[src/rtl/fibo_pkg.sv]
// fibo_pkg: shared definitions for the Fibonacci generator, the inverse
// index decoder (fibo_index) and the bench reference model.
//   WIDTH_DEF   - default data width
//   IDX_W_DEF   - default index width (holds 48, the overflow index at 32b)
//   FIB_MAX_IDX - largest index whose Fibonacci value fits WIDTH_DEF bits
//   state_t     - decoder state machine encoding
package fibo_pkg;
  localparam int WIDTH_DEF   = 32;
  localparam int IDX_W_DEF   = 6;
  localparam int FIB_MAX_IDX = 47;

  typedef enum logic [1:0] {IDLE, SEARCH, DONE} state_t;
endpackage

[src/rtl/fibo_index_if.sv]
// fibo_index_if: start/busy/done handshake bundle for fibo_index.
//   start    - request, sampled while the decoder is not busy
//   value_in - value to classify, captured on the accepting edge
//   busy     - search in progress
//   done     - one-cycle result pulse
//   is_fib   - value_in was a Fibonacci number
//   index    - match index, or index of first Fibonacci number above value
// master = value producer, slave = decoder.
interface fibo_index_if
  import fibo_pkg::*;
#(
  parameter int WIDTH = WIDTH_DEF,
  parameter int IDX_W = IDX_W_DEF
);
  logic             start;
  logic [WIDTH-1:0] value_in;
  logic             busy;
  logic             done;
  logic             is_fib;
  logic [IDX_W-1:0] index;

  modport master (output start, value_in, input busy, done, is_fib, index);
  modport slave  (input start, value_in, output busy, done, is_fib, index);
endinterface

[src/rtl/fibo_index.sv]
// fibo_index: inverse Fibonacci decoder. Walks the sequence one term per
// cycle (prev/cur pair) until the current term reaches or passes the
// captured target, or the next term would not fit WIDTH bits.
//   clk - clock, rising edge
//   rst - asynchronous active-high reset
//   bus - fibo_index_if slave: start/value_in in, busy/done/is_fib/index out
// All outputs are registered. Index convention: F1=1, F2=1, F3=2, ...
module fibo_index
  import fibo_pkg::*;
#(
  parameter int WIDTH = WIDTH_DEF,
  parameter int IDX_W = IDX_W_DEF
) (
  input  logic       clk,
  input  logic       rst,
  fibo_index_if.slave bus
);

  state_t           state;
  logic [WIDTH-1:0] target, prev, cur;
  logic [IDX_W-1:0] idx;

  // One extra bit so the carry out of the next term is the overflow flag.
  logic [WIDTH:0]   sum;
  assign sum = {1'b0, cur} + {1'b0, prev};

  always_ff @(posedge clk or posedge rst) begin
    if (rst) begin
      state      <= IDLE;
      target     <= '0;
      prev       <= '0;
      cur        <= '0;
      idx        <= '0;
      bus.busy   <= 1'b0;
      bus.done   <= 1'b0;
      bus.is_fib <= 1'b0;
      bus.index  <= '0;
    end else begin
      case (state)
        // DONE behaves like IDLE for acceptance so back-to-back requests
        // start with no gap; done is dropped either way.
        IDLE, DONE: begin
          bus.done <= 1'b0;
          if (bus.start) begin
            target     <= bus.value_in;
            prev       <= '0;
            cur        <= WIDTH'(1);
            idx        <= IDX_W'(1);
            bus.is_fib <= 1'b0;
            bus.index  <= '0;
            bus.busy   <= 1'b1;
            state      <= SEARCH;
          end else begin
            state <= IDLE;
          end
        end

        SEARCH: begin
          // Checks are ordered: zero first (the walk starts at 1), then
          // exact match, then overshoot, then overflow of the next term.
          if (target == '0) begin
            bus.is_fib <= 1'b1;
            bus.index  <= '0;
            bus.busy   <= 1'b0;
            bus.done   <= 1'b1;
            state      <= DONE;
          end else if (cur == target) begin
            bus.is_fib <= 1'b1;
            bus.index  <= idx;
            bus.busy   <= 1'b0;
            bus.done   <= 1'b1;
            state      <= DONE;
          end else if (cur > target) begin
            bus.is_fib <= 1'b0;
            bus.index  <= idx;
            bus.busy   <= 1'b0;
            bus.done   <= 1'b1;
            state      <= DONE;
          end else if (sum[WIDTH]) begin
            // Next term cannot be represented: it is the first one above
            // any WIDTH-bit target, so report its index without wrapping.
            bus.is_fib <= 1'b0;
            bus.index  <= idx + 1'b1;
            bus.busy   <= 1'b0;
            bus.done   <= 1'b1;
            state      <= DONE;
          end else begin
            prev <= cur;
            cur  <= sum[WIDTH-1:0];
            idx  <= idx + 1'b1;
          end
        end

        default: state <= IDLE;
      endcase
    end
  end

endmodule

[src/flat_wrapper.sv]
// flat-port wrapper written by rule: the top's interface ports become plain ports
module fibo_index_flat import fibo_pkg::*;
#(
  parameter int WIDTH = WIDTH_DEF,
  parameter int IDX_W = IDX_W_DEF
)
  (clk, rst, bus_start, bus_value_in, bus_busy, bus_done, bus_is_fib, bus_index);
  fibo_index_if #(.WIDTH(WIDTH), .IDX_W(IDX_W)) bus_i ();
  input  logic clk;
  input  logic rst;
  input wire logic [$bits(bus_i.start)-1:0] bus_start;
  input wire logic [$bits(bus_i.value_in)-1:0] bus_value_in;
  output wire logic [$bits(bus_i.busy)-1:0] bus_busy;
  output wire logic [$bits(bus_i.done)-1:0] bus_done;
  output wire logic [$bits(bus_i.is_fib)-1:0] bus_is_fib;
  output wire logic [$bits(bus_i.index)-1:0] bus_index;
  assign bus_i.start = bus_start;
  assign bus_i.value_in = bus_value_in;
  assign bus_busy = bus_i.busy;
  assign bus_done = bus_i.done;
  assign bus_is_fib = bus_i.is_fib;
  assign bus_index = bus_i.index;
  fibo_index #(.WIDTH(WIDTH), .IDX_W(IDX_W)) u_core (.clk(clk), .rst(rst), .bus(bus_i));
endmodule
[config.mk]
export PLATFORM = sky130hd
export DESIGN_NAME = fibo_index_flat
export DESIGN_NICKNAME = d
export VERILOG_FILES = /design/src/rtl/fibo_pkg.sv /design/src/rtl/fibo_index_if.sv /design/src/rtl/fibo_index.sv /design/src/flat_wrapper.sv
export SDC_FILE = /design/constraint.sdc
export NUM_CORES = 1
export LEC_CHECK = 0
export BUFFER_PORTS_ARGS = -buffer_cell sky130_fd_sc_hd__clkbuf_2
export CAP_MARGIN = 25
export CORE_MARGIN = 5
export CORE_UTILIZATION = 51
export CTS_CLUSTER_DIAMETER = 120
export DETAILED_ROUTE_END_ITERATION = 16
export PLACE_DENSITY = 0.69
export SLEW_MARGIN = 15
export SYNTH_ARGS = -nofsm -noshare
export SYNTH_HDL_FRONTEND = slang
export SYNTH_SLANG_ARGS = --single-unit
[constraint.sdc]
create_clock -name clk -period 5.6 [get_ports clk]
set_clock_uncertainty 0.15 [all_clocks]
set_input_delay 0.56 -clock clk [delete_from_list [all_inputs] [get_ports clk]]
set_output_delay 0.56 -clock clk [all_outputs]
set_load 0.01 [all_outputs]
==> flow_metrics.py, run 1 <==
metrics = {
    "power": {
        "comb_power_share_pct": 41.9,
        "finalPower_mw": 4.31,
        "switching_share_pct": 42.4,
        "p_int_mw": 2.48,
        "powerDensity_mw_per_mm2": 548,
        "clkPwrFrac_pct": 26.6,
        "leakage_nw": 3.91,
        "seqPwrFrac_pct": 31.4,
        "vdd_drop_max_uv": 362,
        "p_sw_mw": 1.83,
    },
    "worst_setup_path": {
        "critPathCaptureType": "flip-flop",
        "crit_type": "reg2reg",
        "cp.arrival_ps": 4120,
        "worstPathMaxFanout": 81,
        "cp_data_required_time_ps": 5730,
        "critPathLaunchType": "flip-flop",
    },
    "placement": {
        "hpwlAfterDp_um": 11800,
        "place_area_mm2": 0.00723,
        "gp_congestion": 0.870,
        "io_buffer_count": 43,
    },
    "clock_network": {
        "ctsHoldBuffers": 0,
        "cts_tree": "built",
        "cts_setup_buffers": 0,
        "clock_sinks": 113,
        "clock_latency_ps": 420,
        "ctsResizeCount": 0,
        "path_clk_slew_ps": 50,
        "cts-root-buf": "clkbuf_16",
        "cts_buffers": 17,
        "cts_buffer_depth": 2,
        "htree_levels": 4,
    },
    "cells_and_area": {
        "n_fill_cell": 1165,
        "nets": 917,
        "num_antenna_cells": 0,
        "drive_gt1_share_pct": 11.7,
        "fin_util_pct": 59.4,
        "seqCellArea_mm2": 0.00283,
        "area_growth_syn_to_layout_pct": 14.5,
        "design_area_mm2": 0.00787,
        "multi_input_area_mm2": 0.00376,
    },
    "floorplanning": {
        "fp.dieH_um": 126,
        "rows": 42,
        "io_pins": 44,
        "fp.dieW_um": 126,
        "start_util_pct": 51.9,
        "core_mm2": 0.0132,
        "die_area_mm2": 0.0159,
    },
    "route": {
        "route.top_layer_used": "met4",
        "post_drt_via_cell_ratio": 5.76,
        "wl_met3_um": 812,
        "drt_drc_violations_left": 0,
        "wl_met2_um": 8290,
        "postRouteAntennaNets": 0,
        "drt-initial-drc-count": 327,
        "drt_pre_antenna_iters": 5,
        "avgRoutedWirePerCell_um": 16.8,
        "wl_met1_um": 7440,
        "drt_wl_total_um": 16800,
        "dr_total_vias": 5786,
    },
    "sta": {
        "tightest_slew_ps": 886,
        "setup_violations": 0,
        "min_period_ps": 3990,
        "max-slew-margin-rel_pct": 40.9,
        "report.final.hold_viol_count": 0,
        "setup_tns_ps": 0,
        "finalCritPeriodShare_pct": 71.3,
        "fmax_mhz": 251,
        "drv_slew": 0,
        "rsz0062_at_grt": "false",
    },
    "yosys": {
        "ys_types": 55,
        "yosysWarnings": 0,
        "synth_area_mm2": 0.00687,
        "synth_top_area_share_pct": 41.2,
        "synthArstFlopShare_pct": 100,
        "synth.most_common_cell": "nand2_1",
        "synth_commonest_cells": "nand2_1, dfrtp_1, o21ai_0",
        "synth_area_leaders": "dfrtp_1, ha_1, nand2_1",
        "yosysSeqAreaShare_pct": 41.2,
        "synth_ff_type": "dfrtp_1",
        "synth_nets": 878,
        "syn_area_per_cell_um2": 8.84,
        "synth_largest_area_cell": "dfrtp_1",
        "ys_seq_elements": 113,
        "syn_inst": 777,
        "synth_edf_count": 0,
    },
    "global_routing": {
        "grt_pass1_vias": 5877,
        "antenna_found_initial": 0,
        "grt_pass1_wl_um": 28300,
        "track_usage_pct": 22.0,
        "overflow": 0,
        "grt_max_degree": 82,
    },
    "run": {
        "drv_cap": 0,
    },
    "status": {
        "status": "finished clean",
    },
    "hold_path": {
        "hp-class": "in2async",
    },
}
[power by group through the flow]
stage / Sequential [mW] / Combinational [mW] / Clock, mW
global route: 1.39 / 2.04 / 1.20
finish: 1.35 / 1.81 / 1.15
floorplan: 1.29 / 1.38 / 0
CTS: 1.35 / 1.82 / 1.16
global placement: 1.35 / 1.73 / 0
detailed placement: 1.36 / 1.80 / 0
[state kept, by name, summed over array words and instances (netlist names)]
signal,count
u_core.bus.index,6
u_core.target,32
u_core.bus.is_fib,1
u_core.idx,6
u_core.prev,32
u_core.cur,32
u_core.bus.done,1
u_core.bus.busy,1
u_core.state,2
[routing by layer]
layer / track usage, % / vias up
met5: 0 / -
met4: 7.57 / 0
met3: 5.59 / 30
met2: 37.1 / 135
met1: 27.6 / 2789
li1: - / 2832
[worst max-delay path, stage by stage (launching register included)]
cell and delay, ps:
dfrtp_1 360, ha_1 190, inv_1 60, fa_1 370
and2b_1 250, o31a_1 190, o41ai_2 110, o31ai_1 520
a21oi_2 210, o211a_4 320, a21oi_4 160, buf_4 650
or3_1 200, o21ai_1 60
[area by class of cell]
cell class	count	area share (%)
multi-input combinational	591	47.8
tap	176	2.80
timing repair buffer	49	3.31
inverter	44	2.13
clock buffer	23	6.46
sequential	113	35.9
clock inverter	9	1.61
[stage by stage]
stage	hold slack [ps]	instances	worst slack, ps
after floorplan	293	777	1900
after global placement	305	973	1700
after detailed placement	313	973	1620
after CTS	58.7	1005	1600
after global routing	100	1005	1380
final	41.0	1005	1610
[layout by cell type (no fill, tap or decap), types with 5 or more instances in the layout]
cell type / instances
ha_1: 65
o21bai_1: 6
inv_1: 42
a211oi_1: 6
o21ai_1: 5
a21oi_1: 48
clkbuf_2: 43
nor2b_1: 7
nand2_1: 159
a21o_1: 17
nand2b_1: 5
buf_4: 6
clkbuf_16: 17
o21a_1: 7
clkbuf_8: 6
o21ai_0: 76
xnor2_1: 13
nor4_1: 9
dfrtp_1: 113
nor3_1: 6
nand3_1: 50
o31ai_1: 18
nand4_1: 11
xor2_1: 17
nor2_1: 18
[cell families after synthesis]
logic type	synth area share, %
adder cells (fa/ha/maj)	12.1
multiplexers	0.473
AND/OR/NAND/NOR	18.2
AO/OA/AOI/OAI	19.9
XOR/XNOR	3.82
buffers and inverters	4.30
flip-flops	41.2
[final timing paths]
| path | from | cells after the start | to | slack [ps] |
|---|---|---|---|---|
| max reg2reg | u_core.prev[0]$_DFFE_PP0P_ | 13 | u_core.cur[1]$_DFFE_PP0P_ | 1610 |
| min in group clk | bus_value_in[0] | 3 | u_core.target[0]$_DFFE_PP0P_ | 180 |
| max in group asynchronous | rst | 3 | u_core.target[12]$_DFFE_PP0P_ | 3950 |
| min reg2reg | u_core.prev[16]$_DFFE_PP0P_ | 2 | u_core.prev[16]$_DFFE_PP0P_ | 320 |
| max | u_core.prev[0]$_DFFE_PP0P_ | 13 | u_core.cur[1]$_DFFE_PP0P_ | 1610 |
| min | rst | 2 | u_core.bus.index[2]$_DFFE_PP0P_ | 40 |
Power figures use the tool's default switching activity.
==> inputs of run 2 (changes only) <==
==> constraint.sdc (replaced) <==
create_clock -name clk -period 3.9 [get_ports clk]
set_clock_uncertainty 0.15 [all_clocks]
set_input_delay 0.39 -clock clk [delete_from_list [all_inputs] [get_ports clk]]
set_output_delay 0.39 -clock clk [all_outputs]
set_load 0.01 [all_outputs]
==> run 2 against run 1 <==
  * Sequential share of layout area shrank 0.074 points
  * Global-route usage is essentially flat
  * Count of clock-buffer cells in the layout shrank 1
  * Highest routed layer unchanged
  * Largest cell class unchanged
  * Critical path type unchanged
  * Power grew 41%
==> flow_metrics.py, run 2 (synthesis results as in run 1) <==
metrics = {
    "status": {
        "status": "finished clean",
    },
    "sta": {
        "fmax_mhz": 280,
        "setup_ws_ps": 325,
        "setup_tns_ps": 0,
        "drv_slew": 0,
        "hold_ws_ps": 23.3,
        "tightest_slew_ps": 693,
        "finalCritPeriodShare_pct": 91.7,
        "rsz0062_at_grt": "false",
        "min_period_ps": 3580,
        "report.final.hold_viol_count": 0,
        "max-slew-margin-rel_pct": 53.7,
        "setup_violations": 0,
    },
    "clock_network": {
        "ctsResizeCount": 0,
        "path_clk_slew_ps": 60,
        "clock_sinks": 113,
        "cts_buffers": 17,
        "cts_buffer_depth": 2,
        "htree_levels": 4,
        "cts-root-buf": "clkbuf_16",
        "cts_setup_buffers": 0,
        "ctsHoldBuffers": 0,
        "clock_latency_ps": 420,
        "cts_tree": "built",
    },
    "placement": {
        "io_buffer_count": 43,
        "gp_congestion": 0.870,
        "place_area_mm2": 0.00730,
        "hpwlAfterDp_um": 12200,
        "pre_cts_ws_ps": 362,
    },
    "cells_and_area": {
        "nets": 924,
        "drive_gt1_share_pct": 12.0,
        "layout_common_cells": "nand2_1, dfrtp_1, o21ai_0, ha_1, nand3_1",
        "n_fill_cell": 1192,
        "final_common_cell": "nand2_1",
        "num_antenna_cells": 0,
        "area_growth_syn_to_layout_pct": 14.8,
        "reg.largest.list": "u_core.cur: 32 flops, u_core.prev: 32 flops, u_core.target: 32 flops",
        "design_area_mm2": 0.00788,
    },
    "power": {
        "finalPower_mw": 6.09,
        "p_sw_mw": 2.64,
        "clkPwrFrac_pct": 23.7,
        "p_int_mw": 3.44,
        "powerDensity_mw_per_mm2": 772,
        "leakage_nw": 3.91,
        "comb_power_share_pct": 44.3,
        "switching_share_pct": 43.4,
        "vdd_drop_max_uv": 424,
        "seqPwrFrac_pct": 32.0,
    },
    "route": {
        "drt_wl_total_um": 16900,
        "drt-initial-drc-count": 398,
        "drt_drc_violations_left": 0,
        "dr_total_vias": 5806,
        "wl_met3_um": 767,
        "wl_met2_um": 8210,
        "drt_pre_antenna_iters": 5,
        "avgRoutedWirePerCell_um": 16.7,
        "wl_met1_um": 7470,
        "route.top_layer_used": "met4",
        "post_drt_via_cell_ratio": 5.74,
        "postRouteAntennaNets": 0,
    },
    "worst_setup_path": {
        "r2r-end": "u_core.cur[1]$_DFFE_PP0P_",
        "critPathCaptureType": "flip-flop",
        "r2r-start": "u_core.prev[0]$_DFFE_PP0P_",
        "crit_type": "reg2reg",
        "critPathLaunchType": "flip-flop",
        "cp_data_required_time_ps": 4050,
        "crit_start": "u_core.prev[0]$_DFFE_PP0P_",
        "endpoint": "u_core.cur[1]$_DFFE_PP0P_",
        "worstPathMaxFanout": 32,
        "r2r_cells": 13,
        "cp.arrival_ps": 3720,
        "r2r_setup_slack_ps": 320,
    },
    "floorplanning": {
        "fp.dieW_um": 126,
        "core_mm2": 0.0132,
        "die_area_mm2": 0.0159,
        "fp.dieH_um": 126,
        "start_util_pct": 51.9,
        "rows": 42,
        "io_pins": 44,
    },
    "global_routing": {
        "overflow": 0,
        "grt_max_degree": 77,
        "grt_pass1_vias": 5732,
        "antenna_found_initial": 0,
        "grt_pass1_wl_um": 28200,
        "track_usage_pct": 22.0,
    },
    "run": {
        "drv_cap": 0,
    },
    "hold_path": {
        "hp-class": "in2reg",
    },
}
run 2: cell count changes in the layout (fill, tap and decap cells not counted):
cell           delta
dlygate4sd3_1     +1
buf_4             +3
buf_12            +2
clkinvlp_4        +2
clkinv_2          +1
buf_16            +1
clkbuf_1          +3
clkbuf_8          -4
bufinv_16         -2
run 2: layer usage:
metal  GRT usage, %  up-vias
met2           37.3      145
met3           4.70       35
li1               -     2842
met4           8.90        0
met5              0        -
met1           27.5     2784
run 2: worst max-delay path: stages (launching register included):
cell	delay, ps
dfrtp_1	350
ha_1	190
inv_1	70
fa_1	380
and2b_1	260
o31a_1	200
o41ai_2	100
o31ai_1	500
a21oi_2	140
o211a_4	310
a21oi_4	210
buf_4	360
or3_1	160
o21ai_1	60
run 2: stage by stage:
stage / instances / util, %
finish: 1012 / 59.5
global route: 1012 / 59.5
CTS: 1010 / 59.2
detailed placement: 978 / 55.1
global placement: 978 / 55.1
floorplan: 777 / -
run 2: worst min-delay path by stage:
| stage | endpoint | from | cells past startpoint |
|---|---|---|---|
| 3_3_place_gp | u_core.prev[13]$_DFFE_PP0P_ | u_core.prev[13]$_DFFE_PP0P_ | 2 |
| 2_1_floorplan | u_core.prev[10]$_DFFE_PP0P_ | u_core.prev[10]$_DFFE_PP0P_ | 2 |
| 5_1_grt | u_core.target[13]$_DFFE_PP0P_ | bus_value_in[13] | 3 |
| 4_1_cts | u_core.target[0]$_DFFE_PP0P_ | bus_value_in[0] | 3 |
| 6_report | u_core.target[21]$_DFFE_PP0P_ | bus_value_in[21] | 3 |
| 3_5_place_dp | u_core.prev[13]$_DFFE_PP0P_ | u_core.prev[13]$_DFFE_PP0P_ | 2 |
run 2: final cells by class:
class                      count  area [µm²]  share of cell area [%]
multi-input combinational    591        3760                    47.7
clock inverter                10        86.3                    1.10
inverter                      44         168                    2.13
timing repair buffer          56         360                    4.57
tap                          176         220                    2.79
sequential                   113        2830                    35.9
clock buffer                  22         464                    5.89
run 2: power groups by stage:
stage / clock (mW) / sequential (mW) / combinational, mW
2_1_floorplan: 0 / 1.85 / 1.99
3_3_place_gp: 0 / 1.94 / 2.59
3_5_place_dp: 0 / 1.96 / 2.68
4_1_cts: 1.46 / 1.94 / 2.70
5_1_grt: 1.52 / 1.99 / 3.06
6_report: 1.44 / 1.95 / 2.70
